<file path="config.mk">
export PLATFORM = sky130hd
export DESIGN_NAME = sub_flag_stage
export DESIGN_NICKNAME = d
export VERILOG_FILES = /design/src/rtl/alu_pkg.sv /design/src/rtl/sub_flags.sv /design/src/rtl/sub_flag_stage.sv
export SDC_FILE = /design/constraint.sdc
export NUM_CORES = 1
export LEC_CHECK = 0
export ABC_AREA = 1
export BUFFER_PORTS_ARGS = -buffer_cell sky130_fd_sc_hd__buf_2
export CAP_MARGIN = 10
export CORE_MARGIN = 1.5
export CORE_UTILIZATION = 48
export DETAILED_ROUTE_END_ITERATION = 10
export PLACE_DENSITY_LB_ADDON = 0.05
export SLEW_MARGIN = 20
export SYNTH_ARGS = -nofsm -noshare
export SYNTH_HDL_FRONTEND = slang
export SYNTH_SLANG_ARGS = --single-unit
</file>
<file path="constraint.sdc">
create_clock -name clk -period 3.1 [get_ports clk]
set_clock_uncertainty 0.15 [all_clocks]
set_input_delay 0.31 -clock clk [delete_from_list [all_inputs] [get_ports clk]]
set_output_delay 0.31 -clock clk [all_outputs]
set_load 0.02 [all_outputs]
</file>
<file path="src/rtl/alu_pkg.sv">
// Shared ALU definitions: default operand width and {N,Z,B,V} flag bit positions.
package alu_pkg;

    localparam int ALU_WIDTH = 32;
    localparam int FLAG_W    = 4;

    localparam int FLAG_N = 3;
    localparam int FLAG_Z = 2;
    localparam int FLAG_B = 1;
    localparam int FLAG_V = 0;

    typedef logic [FLAG_W-1:0] flags_t;

endpackage

</file>
<file path="src/rtl/sub_flags.sv">
// Derives {N,Z,B,V} from a subtractor result {0,a}-{0,b}; purely combinational.
module sub_flags
    import alu_pkg::*;
#(
    parameter int WIDTH = ALU_WIDTH
) (
    input  logic             a_msb,
    input  logic             b_msb,
    input  logic [WIDTH:0]   y,
    output logic [FLAG_W-1:0] flags
);

    always_comb begin
        flags         = '0;
        flags[FLAG_N] = y[WIDTH-1];
        flags[FLAG_Z] = (y[WIDTH-1:0] == '0);
        flags[FLAG_B] = y[WIDTH];
        // Signed overflow: operands differ in sign and the result sign differs from the minuend.
        flags[FLAG_V] = (a_msb ^ b_msb) & (a_msb ^ y[WIDTH-1]);
    end

endmodule

</file>
<file path="src/rtl/sub_flag_stage.sv">
// Captures subtractor results with their flags into a 2-entry FIFO and counts signed overflows.
// One-cycle latency from empty; in_ready is registered (count != 2) and never depends on out_ready.
module sub_flag_stage
    import alu_pkg::*;
#(
    parameter int WIDTH = ALU_WIDTH,
    parameter int CNT_W = 8
) (
    input  logic               clk,
    input  logic               rst,
    input  logic               in_valid,
    output logic               in_ready,
    input  logic [WIDTH-1:0]   in_a,
    input  logic [WIDTH-1:0]   in_b,
    input  logic [WIDTH:0]     in_y,
    output logic               out_valid,
    input  logic               out_ready,
    output logic [WIDTH-1:0]   out_diff,
    output logic [FLAG_W-1:0]  out_flags,
    output logic [CNT_W-1:0]   ovf_count
);

    localparam int ENT_W = WIDTH + FLAG_W;

    logic [FLAG_W-1:0] in_flags;
    logic              push;
    logic              pop;

    logic [ENT_W-1:0]  mem_q [2];
    logic [ENT_W-1:0]  mem_d [2];
    logic              wr_ptr_q, wr_ptr_d;
    logic              rd_ptr_q, rd_ptr_d;
    logic [1:0]        count_q, count_d;
    logic [CNT_W-1:0]  ovf_cnt_q, ovf_cnt_d;

    // Only the operand sign bits feed the overflow term.
    logic unused_ok;
    assign unused_ok = ^{in_a[WIDTH-2:0], in_b[WIDTH-2:0]};

    sub_flags #(
        .WIDTH (WIDTH)
    ) u_sub_flags (
        .a_msb (in_a[WIDTH-1]),
        .b_msb (in_b[WIDTH-1]),
        .y     (in_y),
        .flags (in_flags)
    );

    assign in_ready  = (count_q != 2'd2);
    assign out_valid = (count_q != 2'd0);
    assign push      = in_valid & in_ready;
    assign pop       = out_valid & out_ready;

    assign out_diff  = mem_q[rd_ptr_q][ENT_W-1:FLAG_W];
    assign out_flags = mem_q[rd_ptr_q][FLAG_W-1:0];
    assign ovf_count = ovf_cnt_q;

    always_comb begin
        mem_d     = mem_q;
        wr_ptr_d  = wr_ptr_q;
        rd_ptr_d  = rd_ptr_q;
        count_d   = count_q;
        ovf_cnt_d = ovf_cnt_q;

        if (push) begin
            mem_d[wr_ptr_q] = {in_y[WIDTH-1:0], in_flags};
            wr_ptr_d        = ~wr_ptr_q;
            if (in_flags[FLAG_V] && (ovf_cnt_q != {CNT_W{1'b1}}))
                ovf_cnt_d = ovf_cnt_q + CNT_W'(1);
        end

        if (pop)
            rd_ptr_d = ~rd_ptr_q;

        case ({push, pop})
            2'b10:   count_d = count_q + 2'd1;
            2'b01:   count_d = count_q - 2'd1;
            default: count_d = count_q;
        endcase
    end

    always_ff @(posedge clk) begin
        if (rst) begin
            mem_q[0]  <= '0;
            mem_q[1]  <= '0;
            wr_ptr_q  <= 1'b0;
            rd_ptr_q  <= 1'b0;
            count_q   <= 2'd0;
            ovf_cnt_q <= '0;
        end else begin
            mem_q[0]  <= mem_d[0];
            mem_q[1]  <= mem_d[1];
            wr_ptr_q  <= wr_ptr_d;
            rd_ptr_q  <= rd_ptr_d;
            count_q   <= count_d;
            ovf_cnt_q <= ovf_cnt_d;
        end
    end

endmodule

</file>
==> impl_metrics.yaml <==
synthesis:
  synth.cells.most_frequent: "nand2_1, dfxtp_1, o21ai_0"
  ys.flop_type: "dfxtp_1"
  ys_seq_elements: 82
  synth_area_leaders: "dfxtp_1, nand2_1, o21ai_0"
  netlist_area_um2: 3613
  synth_nets: 623
  yosysSeqAreaShare_pct: 45.43
  yosysWarnings: 0
  post-synth-top-area-cell: "dfxtp_1"
  synthDistinctLibCells: 23
  synthArstFlopShare_pct: 0
  synth-edff-count: 0
  synthCells: 520
  synth_top_area_share_pct: 45.43
  synth_most_common_cell: "nand2_1"
  syn_avg_cell_area_um2: 6.949
sta:
  fmax_ghz: 0.4550
  rsz0062_at_grt: "false"
  holdWs_ns: 0.01469
  period_share_pct: 70.90
  maxSlewViolCount: 0
  worst_pin_slew_ns: 0.7690
  hold_violations: 0
  final.min_clock_period_ns: 2.198
  finalSetupTns_ns: 0
  setup_violations: 0
  slew-limit-headroom_pct: 48.66
place:
  gp_congestion: 0.8249
  port_buffers: 84
  dp_cells: 677
  placed_cell_area_um2: 4049
  hpwl_um: 5279
cells_and_area:
  diodes: 0
  final_nets: 692
  post-route-util_pct: 58.32
  layout-drive-gt1-share_pct: 19.36
  stdcell_count: 693
  postLayoutCellArea_um2: 4230
  area_growth_pct: 17.07
route:
  drc: 0
  vias_per_cell: 4.908
  first_pass_iters: 4
  antenna_left: 0
  drtIter0Drc: 149
  wirelength_um: 8020
  post_drt_wl_per_cell_um: 11.57
  vias: 3401
power:
  powerDensity_nw_per_um2: 618.3
  pwr-share-clk_pct: 27.0
  ir_drop_mv: 0.3128
  switching_share_pct: 35.17
  p_leak_nw: 2.002
  power.switching_uw: 920.0
  p_comb_share_pct: 25.7
  intPower_mw: 1.696
  power_frac_seq_pct: 47.3
floorplanning:
  die_h_um: 89.77
  num_rows: 31
  start_util_pct: 49.82
  ios: 147
  die_x_um: 89.77
  coreArea_um2: 7253
  dieArea_um2: 8058
critical_path:
  critPathRequiredTime_ns: 2.64
  end_kind: "primary output"
  cp-startpoint: "rd_ptr_q"
  crit_fanout: 56
  critPathArrivalTime_ns: 1.74
  r2r-start: "count_q[0]"
  start_kind: "flop"
  timing_worst_setup_path_type: "flop to primary output"
clock_network:
  post_cts_resized: 0
  cts.sinks: 82
  tritoncts: "built"
  ctsHoldBuffers: 0
  cts_setup_buffers: 0
  cts_buffers: 9
  clockBufferDepth: 2
  cts_root_buf: "clkbuf_8"
  worstSkewPairLatency_ns: 0.35
  htree_levels: 3
  clk_pin_slew_worst_paths_ns: 0.08
outcome:
  outcome: "completed"
run:
  drv_cap: 0
global_route:
  grt_max_degree: 57
  antenna_found_initial: 0
  grt_overflow: 0
  track_usage_pct: 20.63
  grt_pass1_wl_um: 13770
  grt_pass1_vias: 3118
min_path:
  hold_start: "in_y[32]"
  hold_path.class: "primary input to flop"
[cells in the final DEF, fill, tap and decap left out, types with 2 or more instances in the layout]
cell / Yosys / routed
clkinv_4: 0 / 2
nand2_2: 2 / 2
nand2_1: 122 / 122
nor2_1: 37 / 37
buf_2: 5 / 84
inv_2: 5 / 5
ha_1: 2 / 2
xor2_1: 2 / 2
clkinvlp_4: 0 / 3
nor2_2: 2 / 2
inv_1: 61 / 61
o21ai_1: 12 / 12
dfxtp_1: 82 / 81
buf_4: 2 / 2
nand3_1: 47 / 47
o21ai_0: 72 / 72
a21oi_1: 40 / 40
clkbuf_8: 0 / 10
[power by group through the flow]
stage | logic, mW | clock network, mW | registers [mW]
5_1_grt | 0.758 | 0.777 | 1.25
4_1_cts | 0.682 | 0.729 | 1.24
3_5_place_dp | 0.680 | 0 | 1.26
6_report | 0.672 | 0.706 | 1.24
3_3_place_gp | 0.664 | 0 | 1.26
2_1_floorplan | 0.494 | 0 | 1.25
[cell families after synthesis]
family                     share of synthesized area (%)
and+or+nand+nor                                    24.90
AOI/OAI and AO/OA                                  17.62
buffers and inverters                              10.87
DFF                                                45.43
xor gates and xnor gates                          0.4849
adders and majority gates                         0.6924
[metal layers]
layer	vias to the layer above	GRT usage (%)	share of wire [%]
met3	12	3.384	4.5
met2	83	34.80	46
li1	1791	-	-
met4	0	8.598	1.8
met1	1515	26.19	48
met5	-	0	0
[worst max-delay path, cell delays in order, from the launching register on]
cell     delay (ns)
dfxtp_2        0.48
buf_4          0.47
nand2_1        0.08
o21ai_0        0.12
buf_2          0.21
[path summary, 6_finish.rpt]
kind / to / slack, ns / cells past startpoint
min reg2reg: mem_q[37] / 0.30 / 2
min: mem_q[1] / 0.01 / 3
max reg2reg: mem_q[14] / 1.11 / 6
max: out_diff[21] / 0.90 / 4
[sequential cells by signal (all words and copies together), names as in the netlist]
register / cells
count_q: 2
mem_q: 70
ovf_count: 8
rd_ptr_q: 1
wr_ptr_q: 1
[through the flow]
step           power (mW)  setup slack, ns
3_3_place_gp        1.922            1.122
5_1_grt             2.787           0.7758
2_1_floorplan       1.741            1.246
3_5_place_dp        1.942            1.070
6_report            2.616           0.9021
4_1_cts             2.649           0.8901
[final cells by class]
class	count	area [µm²]
Clock buffer	11	141.4
Clock inverter	5	40.04
Fill cell	735	3023
Inverter	66	247.7
Multi-Input combinational cell	343	1579
Sequential cell	82	1643
Tap cell	99	123.9
Timing Repair Buffer	87	455.4
Power figures use the tool's default switching activity.
